<file path="config.mk">
export PLATFORM = sky130hd
export DESIGN_NAME = mul_issue_ctrl
export DESIGN_NICKNAME = d
export VERILOG_FILES = /design/src/rtl/mul_pkg.sv /design/src/rtl/mul_tag_pipe.sv /design/src/rtl/mul_issue_ctrl.sv
export SDC_FILE = /design/constraint.sdc
export NUM_CORES = 1
export LEC_CHECK = 0
export ABC_AREA = 1
export BUFFER_PORTS_ARGS = -buffer_cell sky130_fd_sc_hd__buf_2
export CORE_ASPECT_RATIO = 0.9
export CORE_MARGIN = 2
export CORE_UTILIZATION = 50
export DETAILED_ROUTE_END_ITERATION = 10
export GPL_TIMING_DRIVEN = 0
export PLACE_DENSITY = 0.84
export SYNTH_ARGS = -nofsm -noshare
export SYNTH_HDL_FRONTEND = slang
export SYNTH_SLANG_ARGS = --single-unit
</file>
<file path="constraint.sdc">
create_clock -name clk -period 4.7 [get_ports clk]
set_input_delay 0.47 -clock clk [delete_from_list [all_inputs] [get_ports clk]]
set_output_delay 0.47 -clock clk [all_outputs]
set_load 0.1 [all_outputs]
</file>
<file path="src/rtl/mul_pkg.sv">
// Shared constants and types for the multiplier issue/retire controller.
package mul_pkg;

    localparam int MUL_LAT = 2;
    localparam int MUL_RW  = 5;
    localparam int MUL_CW  = 16;

    typedef logic [MUL_RW-1:0] reg_idx_t;

    typedef struct packed {
        logic     valid;
        reg_idx_t rd;
    } slot_t;

endpackage

</file>
<file path="src/rtl/mul_tag_pipe.sv">
// Valid/destination shadow of the multiplier registers: shifts in lockstep
// with the datapath, holds on stall, and drops all valid bits on clear.
module mul_tag_pipe #(
    parameter int LAT = 2,
    parameter int RW  = 5
) (
    input  logic              clk,
    input  logic              rst_n,
    input  logic              hold,
    input  logic              clear,
    input  logic              in_valid,
    input  logic [RW-1:0]     in_rd,
    output logic [LAT-1:0]    v,
    output logic [LAT*RW-1:0] rd_flat
);

    logic [LAT-1:0] v_r;
    logic [RW-1:0]  rd_r [LAT];

    // Slot registers: reset, clear (valid only), hold, or shift by one stage.
    always_ff @(posedge clk) begin
        if (!rst_n) begin
            v_r <= '0;
            for (int k = 0; k < LAT; k++) begin
                rd_r[k] <= '0;
            end
        end else if (clear) begin
            v_r <= '0;
        end else if (!hold) begin
            v_r[0]  <= in_valid;
            rd_r[0] <= in_rd;
            for (int k = 1; k < LAT; k++) begin
                v_r[k]  <= v_r[k-1];
                rd_r[k] <= rd_r[k-1];
            end
        end
    end

    assign v = v_r;

    for (genvar k = 0; k < LAT; k++) begin : g_flat
        assign rd_flat[k*RW +: RW] = rd_r[k];
    end

endmodule

</file>
<file path="src/rtl/mul_issue_ctrl.sv">
// Issue/retire sequencing for the pipelined multiplier: handshake, global
// stall, RAW hazard / forward detection and saturating performance counters.
module mul_issue_ctrl
    import mul_pkg::*;
#(
    parameter int LAT = MUL_LAT,
    parameter int RW  = MUL_RW,
    parameter int CW  = MUL_CW
) (
    input  logic                     clk,
    input  logic                     rst_n,
    input  logic                     req_valid,
    output logic                     req_ready,
    input  logic [RW-1:0]            req_rd,
    input  logic                     flush,
    output logic                     mul_stall,
    output logic                     out_valid,
    input  logic                     out_ready,
    output logic [RW-1:0]            out_rd,
    input  logic [RW-1:0]            dec_rs1,
    input  logic [RW-1:0]            dec_rs2,
    input  logic [1:0]               dec_rs_en,
    output logic                     raw_hazard,
    output logic                     fwd_hit,
    output logic [$clog2(LAT+1)-1:0] inflight,
    output logic [CW-1:0]            mul_cnt,
    output logic [CW-1:0]            stall_cnt
);

    localparam int IW = $clog2(LAT+1);

    logic [LAT-1:0]    v_s;
    logic [LAT*RW-1:0] rd_flat_s;
    logic [RW-1:0]     rd_s [LAT];
    logic              accept_s;
    logic              retire_s;
    logic              stall_s;
    logic [RW-1:0]     src_s [2];
    logic [1:0]        src_live_s;
    logic              raw_any_s;
    logic              fwd_any_s;
    logic [IW-1:0]     inflight_s;
    logic [CW-1:0]     mul_cnt_r;
    logic [CW-1:0]     stall_cnt_r;

    mul_tag_pipe #(
        .LAT (LAT),
        .RW  (RW)
    ) u_tag_pipe (
        .clk      (clk),
        .rst_n    (rst_n),
        .hold     (stall_s),
        .clear    (flush),
        .in_valid (accept_s),
        .in_rd    (req_rd),
        .v        (v_s),
        .rd_flat  (rd_flat_s)
    );

    for (genvar k = 0; k < LAT; k++) begin : g_slot
        assign rd_s[k] = rd_flat_s[k*RW +: RW];
    end

    // The stall depends only on the head slot and writeback, never on req_valid.
    assign stall_s   = v_s[LAT-1] & ~out_ready;
    assign accept_s  = req_valid & ~stall_s & ~flush;
    assign retire_s  = v_s[LAT-1] & out_ready & ~flush;

    assign mul_stall = stall_s;
    assign req_ready = ~stall_s & ~flush;
    assign out_valid = v_s[LAT-1];
    assign out_rd    = rd_s[LAT-1];

    // Register 0 is hardwired, so it never creates a dependency.
    assign src_s[0]      = dec_rs1;
    assign src_s[1]      = dec_rs2;
    assign src_live_s[0] = dec_rs_en[0] & (dec_rs1 != {RW{1'b0}});
    assign src_live_s[1] = dec_rs_en[1] & (dec_rs2 != {RW{1'b0}});

    // Younger slots and the request being accepted must stall decode;
    // only the head slot has a product that can be forwarded.
    always_comb begin
        raw_any_s = 1'b0;
        fwd_any_s = 1'b0;
        for (int s = 0; s < 2; s++) begin
            for (int k = 0; k < LAT-1; k++) begin
                raw_any_s = raw_any_s | (src_live_s[s] & v_s[k] & (rd_s[k] == src_s[s]));
            end
            raw_any_s = raw_any_s | (src_live_s[s] & accept_s & (req_rd == src_s[s]));
            fwd_any_s = fwd_any_s | (src_live_s[s] & v_s[LAT-1] & (rd_s[LAT-1] == src_s[s]));
        end
    end

    assign raw_hazard = raw_any_s & ~flush;
    assign fwd_hit    = fwd_any_s & ~flush;

    // Population count of live slots.
    always_comb begin
        inflight_s = '0;
        for (int k = 0; k < LAT; k++) begin
            inflight_s = inflight_s + IW'(v_s[k]);
        end
    end

    assign inflight = inflight_s;

    // Retired-product counter, saturating at all-ones.
    always_ff @(posedge clk) begin
        if (!rst_n) begin
            mul_cnt_r <= '0;
        end else if (retire_s && !(&mul_cnt_r)) begin
            mul_cnt_r <= mul_cnt_r + {{(CW-1){1'b0}}, 1'b1};
        end
    end

    // Stall-cycle counter, saturating at all-ones.
    always_ff @(posedge clk) begin
        if (!rst_n) begin
            stall_cnt_r <= '0;
        end else if (stall_s && !(&stall_cnt_r)) begin
            stall_cnt_r <= stall_cnt_r + {{(CW-1){1'b0}}, 1'b1};
        end
    end

    assign mul_cnt   = mul_cnt_r;
    assign stall_cnt = stall_cnt_r;

endmodule

</file>
==> results of run 1 <==
==> tightest hold or removal path, cell delays in order <==
cell and delay, ps:
buf_2 110, nand2_1 90, a21oi_1 70
==> metrics by stage <==
stage	power (mW)	instances	util	setup WS [ps]	area, um2
after detailed placement	0.519	542	0.604	2300	3230
final	0.752	550	0.620	2270	3320
after CTS	0.754	550	0.620	2290	3320
after global placement	0.516	542	0.604	2350	3230
after floorplan	0.485	410	-	167	2820
after global routing	0.782	550	0.620	2050	3320
==> state kept, by name, indices dropped and copies added (netlist names) <==
signal,flops
mul_cnt,16
u_tag_pipe.v,2
u_tag_pipe.rd_r,10
stall_cnt,16
==> metal layers <==
metal,share of wire,up-vias,global-route usage,wire [um]
li1,-,1434,-,-
met1,0.44,1304,0.278,3030
met2,0.46,109,0.389,3190
met3,0.076,17,0.0504,523
met4,0.023,0,0.0856,159
met5,0,-,0,0
==> cells in the final DEF (no fill, tap or decap) <==
| master | count |
|---|---|
| buf_2 | 65 |
| inv_2 | 2 |
| o21ai_2 | 3 |
| nand2_1 | 111 |
| dfxtp_1 | 34 |
| nor3_2 | 4 |
| nand3_1 | 20 |
| xnor2_1 | 11 |
| buf_6 | 3 |
| xor2_1 | 16 |
| nor2_1 | 59 |
| nor3_4 | 2 |
| buf_4 | 6 |
| nand3b_1 | 2 |
| edfxtp_1 | 10 |
| nand3_2 | 2 |
| o21ai_0 | 5 |
| nor2_2 | 5 |
| a21oi_1 | 19 |
| nand2_2 | 5 |
| a21oi_2 | 9 |
| inv_4 | 1 |
| nand4_1 | 13 |
| ha_1 | 3 |
| inv_1 | 53 |
| clkbuf_1 | 4 |
| clkinv_2 | 1 |
| nor2_4 | 1 |
| nor3_1 | 3 |
| clkbuf_8 | 5 |
| o21ai_1 | 6 |
==> cell type report <==
type / count / area [um2]
Timing Repair Buffer: 65 / 325
Tap cell: 67 / 83.8
Clock inverter: 2 / 11.3
Buffer: 12 / 90.1
Multi-Input combinational cell: 299 / 1550
Inverter: 55 / 206
Sequential cell: 44 / 981
Clock buffer: 6 / 72.6
Fill cell: 494 / 2030
==> report_power, final <==
group / switching (mW) / internal [mW] / total (mW) / leakage [nW]
Sequential: 0.00612 / 0.393 / 0.399 / 0.384
Combinational: 0.0794 / 0.0326 / 0.112 / 1.12
Clock: 0.136 / 0.105 / 0.241 / 0.0455
==> cells by family after synthesis <==
logic type / after synthesis / share of synthesized area
flops: 44 / 0.348
fa+ha+maj: 3 / 0.0133
xor+xnor: 27 / 0.0838
simple gates: 227 / 0.359
compound gates: 42 / 0.0905
buf+inv: 67 / 0.105
==> worst max-delay path by stage <==
stage                            startpoint                                   to  slack (ps)  cells past startpoint
2_1_floorplan  u_tag_pipe.v[1]$_SDFFE_PP0N_                           raw_hazard         170                      9
3_3_place_gp                      out_ready  u_tag_pipe.rd_r[0][8]$_SDFFCE_PN0P_        2350                      5
3_5_place_dp                      out_ready  u_tag_pipe.rd_r[0][2]$_SDFFCE_PN0P_        2300                      5
4_1_cts        u_tag_pipe.v[1]$_SDFFE_PP0N_                           raw_hazard        2290                     10
5_1_grt        u_tag_pipe.v[1]$_SDFFE_PP0N_                           raw_hazard        2050                     10
6_report       u_tag_pipe.v[1]$_SDFFE_PP0N_                           raw_hazard        2270                     10
==> out/results.ini, run 1 <==
[timing]
grt_setup_unrepaired = no
min_period_ps = 2430
period_share = 0.518
max-slew-margin-rel = 0.370
setup_viol = 0
slew_viol_final = 0
fin_skew_ps = 5.56
whs_ps = 481
tns_ps = 0
max_freq_mhz = 411
worstMarginPinSlew_ps = 939
hold_viol_final = 0

[floorplan]
die_h_um = 75.3
initial_core_util = 0.527
rows = 25
num_io_pins = 66
dieArea_um2 = 6260
core_area_um2 = 5350
die_x_um = 83.2

[grt]
track_usage = 0.224
grt_pass1_wl_um = 11400
antenna_found_initial = 0
gr-total-overflow = 0
grt_pass1_vias = 2600
grt_max_degree = 15

[synth]
ys_ff_latch = 44
synth.top_cell.area_share = 0.241
synthCells = 410
yosysSeqAreaShare = 0.348
ys_warn_count = 0
avgSynthCellArea_um2 = 6.88
ys_types = 27
synth_commonest_cells = nand2_1 (111), nor2_1 (60), inv_1 (53)
synth_area_um2 = 2820
synth_edf_count = 10
yosysTopAreaCell = dfxtp_1
synth_most_common_cell = nand2_1
synth-async-reset-ratio = 0
synth-main-ff-cell = dfxtp_1
synthTopCellsByArea = dfxtp_1 (24%), nand2_1 (15%), edfxtp_1 (11%), nor2_1 (8.0%), inv_1 (7.1%)
synth_nets = 435

[clock_tree]
cts_made_buffers = 5
cts.sinks = 44
cts_hold_buf = 0
htreeDepth = 2
clock_latency_ps = 300
cts_tree = done
ctsResizeCount = 0
path_clk_slew_ps = 90
cts-root-buf = clkbuf_8
cts_setup_buffers = 0
clockBufferDepth = 2

[min_path]
hold_end = u_tag_pipe.v[0]$_SDFFE_PP0N_
hold_class = in2reg
min_from = req_valid
hold_depth = 3

[final_layout]
final_nets = 507
diodes = 0
syn2layout_area_growth_pct = 17.6
drive_gt1_frac = 0.236

[place]
gp_congestion = 0.926
hpwlAfterDp_um = 5320
port_buffers = 65

[setup_path]
crit_family = simple AND/OR/NAND/NOR gates
slowest_stage = buf_2
cp.buffers_inverters = 2
worstSetupPathType = reg2out
rrSetupSlack_ps = 2960
cp.arrival_ps = 1960
path_cells = nand2_2 > inv_1 > nor2_2 > nand2_1 > nor2_1 > nand2_1 > nand3_1 > nor2_1 > nor2_1 > buf_2
worstReg2RegStart = u_tag_pipe.v[1]$_SDFFE_PP0N_
cpPeakStageDelay_ps = 420
cp_max_fo = 6
reg2reg_depth = 3
critical_path_required_ps = 4230
start_kind = flip-flop
worst_setup_path_end_kind = output port
critPathMostFrequentCell = nor2_1
regToRegEndpoint = u_tag_pipe.rd_r[0][2]$_SDFFCE_PN0P_

[routing]
ant_nets = 0
viasPerCell = 5.21
route.detailed.drc = 0
wl_per_cell_um = 12.5
num_vias = 2864
totalWireLength_um = 6900
drt_iter0_markers = 151
first_pass_iters = 4

[power]
total_leakage_power_nw = 1.55
vdd_drop_max_v = 0.000135
power_density_nw_per_um2 = 227

[flow_run]
cap_violations = 0

[status]
outcome = completed

Power figures use the tool's default switching activity.
==> inputs of run 2 (changes only) <==
==> constraint.sdc (replaced) <==
create_clock -name clk -period 2.55 [get_ports clk]
set_input_delay 0.255 -clock clk [delete_from_list [all_inputs] [get_ports clk]]
set_output_delay 0.255 -clock clk [all_outputs]
set_load 0.1 [all_outputs]
==> run 2 against run 1 <==
Effect of this change:
- sequential power grew 84%
- first-iteration DRC count grew 64%
- combinational power grew 84%
- clock skew grew 5.4 ps
- sequential share of layout area shrank 0.73 points
==> out/results.ini, run 2 (synthesis results as in run 1) <==
[status]
outcome = completed

[power]
total_leakage_power_nw = 1.58
vdd_drop_max_v = 0.000362
power_density_nw_per_um2 = 471
power_mw = 1.61

[grt]
grt_pass1_wl_um = 12000
track_usage = 0.235
grtUsageMet3 = 0.0493
use_met1 = 0.299
gr-max-usage-layer = met2
gr-total-overflow = 0
grt_pass1_vias = 2647
antenna_found_initial = 0
use_met2 = 0.401
grt_max_degree = 15

[routing]
first_pass_iters = 5
ant_nets = 0
drt_iter0_markers = 247
totalWireLength_um = 7110
route.detailed.drc = 0
viasPerCell = 5.13
wl_per_cell_um = 12.9
num_vias = 2824

[floorplan]
num_io_pins = 66
initial_core_util = 0.527
die_x_um = 83.2
die_h_um = 75.3
dieArea_um2 = 6260
core_area_um2 = 5350
rows = 25

[final_layout]
multiInputGateArea_um2 = 1570
fill_cells = 479
final_nets = 507
diodes = 0
fin_cells = 550
post-route-cell-area_um2 = 3410
drive_gt1_frac = 0.248
ff_latch_area_um2 = 985
syn2layout_area_growth_pct = 21.0
mostFrequentLayoutCell = nand2_1
final_core_util = 0.638
layout.cells.most_common_list = nand2_1 (111), buf_2 (65), nor2_1 (57)

[setup_path]
cpPeakStageDelay_ps = 420
worstSetupPathType = reg2out
start_kind = flip-flop
cp.arrival_ps = 1970
slowest_stage = buf_2
critical_path_required_ps = 2300
path_cells = nand2_4 > clkinvlp_4 > nor2_4 > nand2_1 > nor2_1 > nand2_1 > nand3_1 > nor2_2 > nor2_4 > buf_2
cp.buffers_inverters = 2
worst_setup_path_end_kind = output port
crit_family = simple AND/OR/NAND/NOR gates
cp_max_fo = 6

[timing]
period_share = 0.872
fin_ws_ps = 326
grt_setup_unrepaired = no
slew_viol_final = 0
fin_skew_ps = 11.0
min_period_ps = 2220
worstMarginPinSlew_ps = 946
max_freq_mhz = 450
hold_viol_final = 0
max-slew-margin-rel = 0.365
setup_viol = 0

[place]
placed_cell_area_um2 = 3260
dpl.cell_count = 542
hpwlAfterDp_um = 5420
gp_congestion = 0.897
dp_slack_ps = 595
port_buffers = 65

[clock_tree]
clockBufferDepth = 2
ctsResizeCount = 0
path_clk_slew_ps = 90
cts-root-buf = clkbuf_8
cts_tree = done
clock_latency_ps = 310
cts_setup_buffers = 0
cts_hold_buf = 0
cts.sinks = 44
htreeDepth = 2
cts_made_buffers = 5

[min_path]
hold_class = in2reg

[flow_run]
cap_violations = 0

run 2: cell count changes in the layout (fill, tap and decap cells not counted), sizes merged:
cell      change
clkbuf        +1
bufinv        +1
inv           -2
clkinvlp      +1
clkinv        -1
run 2: worst reg2reg max path: stages (launching register included):
cell        delay, ps
dfxtp_4           380
nand2_4            80
clkinvlp_4        170
o21ai_1           780
run 2: worst paths after layout:
check,from,endpoint,slack [ps],cells after the start
hold reg to reg,u_tag_pipe.v[0]$_SDFFE_PP0N_,u_tag_pipe.v[0]$_SDFFE_PP0N_,510,2
setup reg to reg,u_tag_pipe.v[1]$_SDFFE_PP0N_,u_tag_pipe.rd_r[0][4]$_SDFFCE_PN0P_,770,3
setup / recovery,u_tag_pipe.v[1]$_SDFFE_PP0N_,raw_hazard,330,10
hold / removal,req_valid,u_tag_pipe.v[0]$_SDFFE_PP0N_,230,3
run 2: area by class of cell:
class                   instances  share of cell area
flip-flops and latches         44               0.289
clock buffers                   7              0.0348
inverters                      55              0.0616
well taps                      67              0.0246
repair buffers                 65              0.0953
multi-input cells             299               0.460
clock inverters                 1             0.00880
plain buffers                  12              0.0264
run 2: per-stage QoR:
stage	TNS [ps]	hold WS [ps]
6_report	0	233
5_1_grt	0	242
4_1_cts	0	227
3_5_place_dp	0	500
3_3_place_gp	0	491
2_1_floorplan	-358	393
run 2: metal layers:
| metal | vias up | share of wire |
|---|---|---|
| li1 | 1431 | - |
| met1 | 1276 | 0.45 |
| met4 | 0 | 0.017 |
| met5 | - | 0 |
| met2 | 101 | 0.47 |
| met3 | 16 | 0.060 |
run 2: where the power goes:
| part | switching (mW) | internal [mW] |
|---|---|---|
| clock | 0.255 | 0.411 |
| sequential | 0.0126 | 0.724 |
| combinational | 0.146 | 0.0603 |
| total | 0.413 | 1.20 |
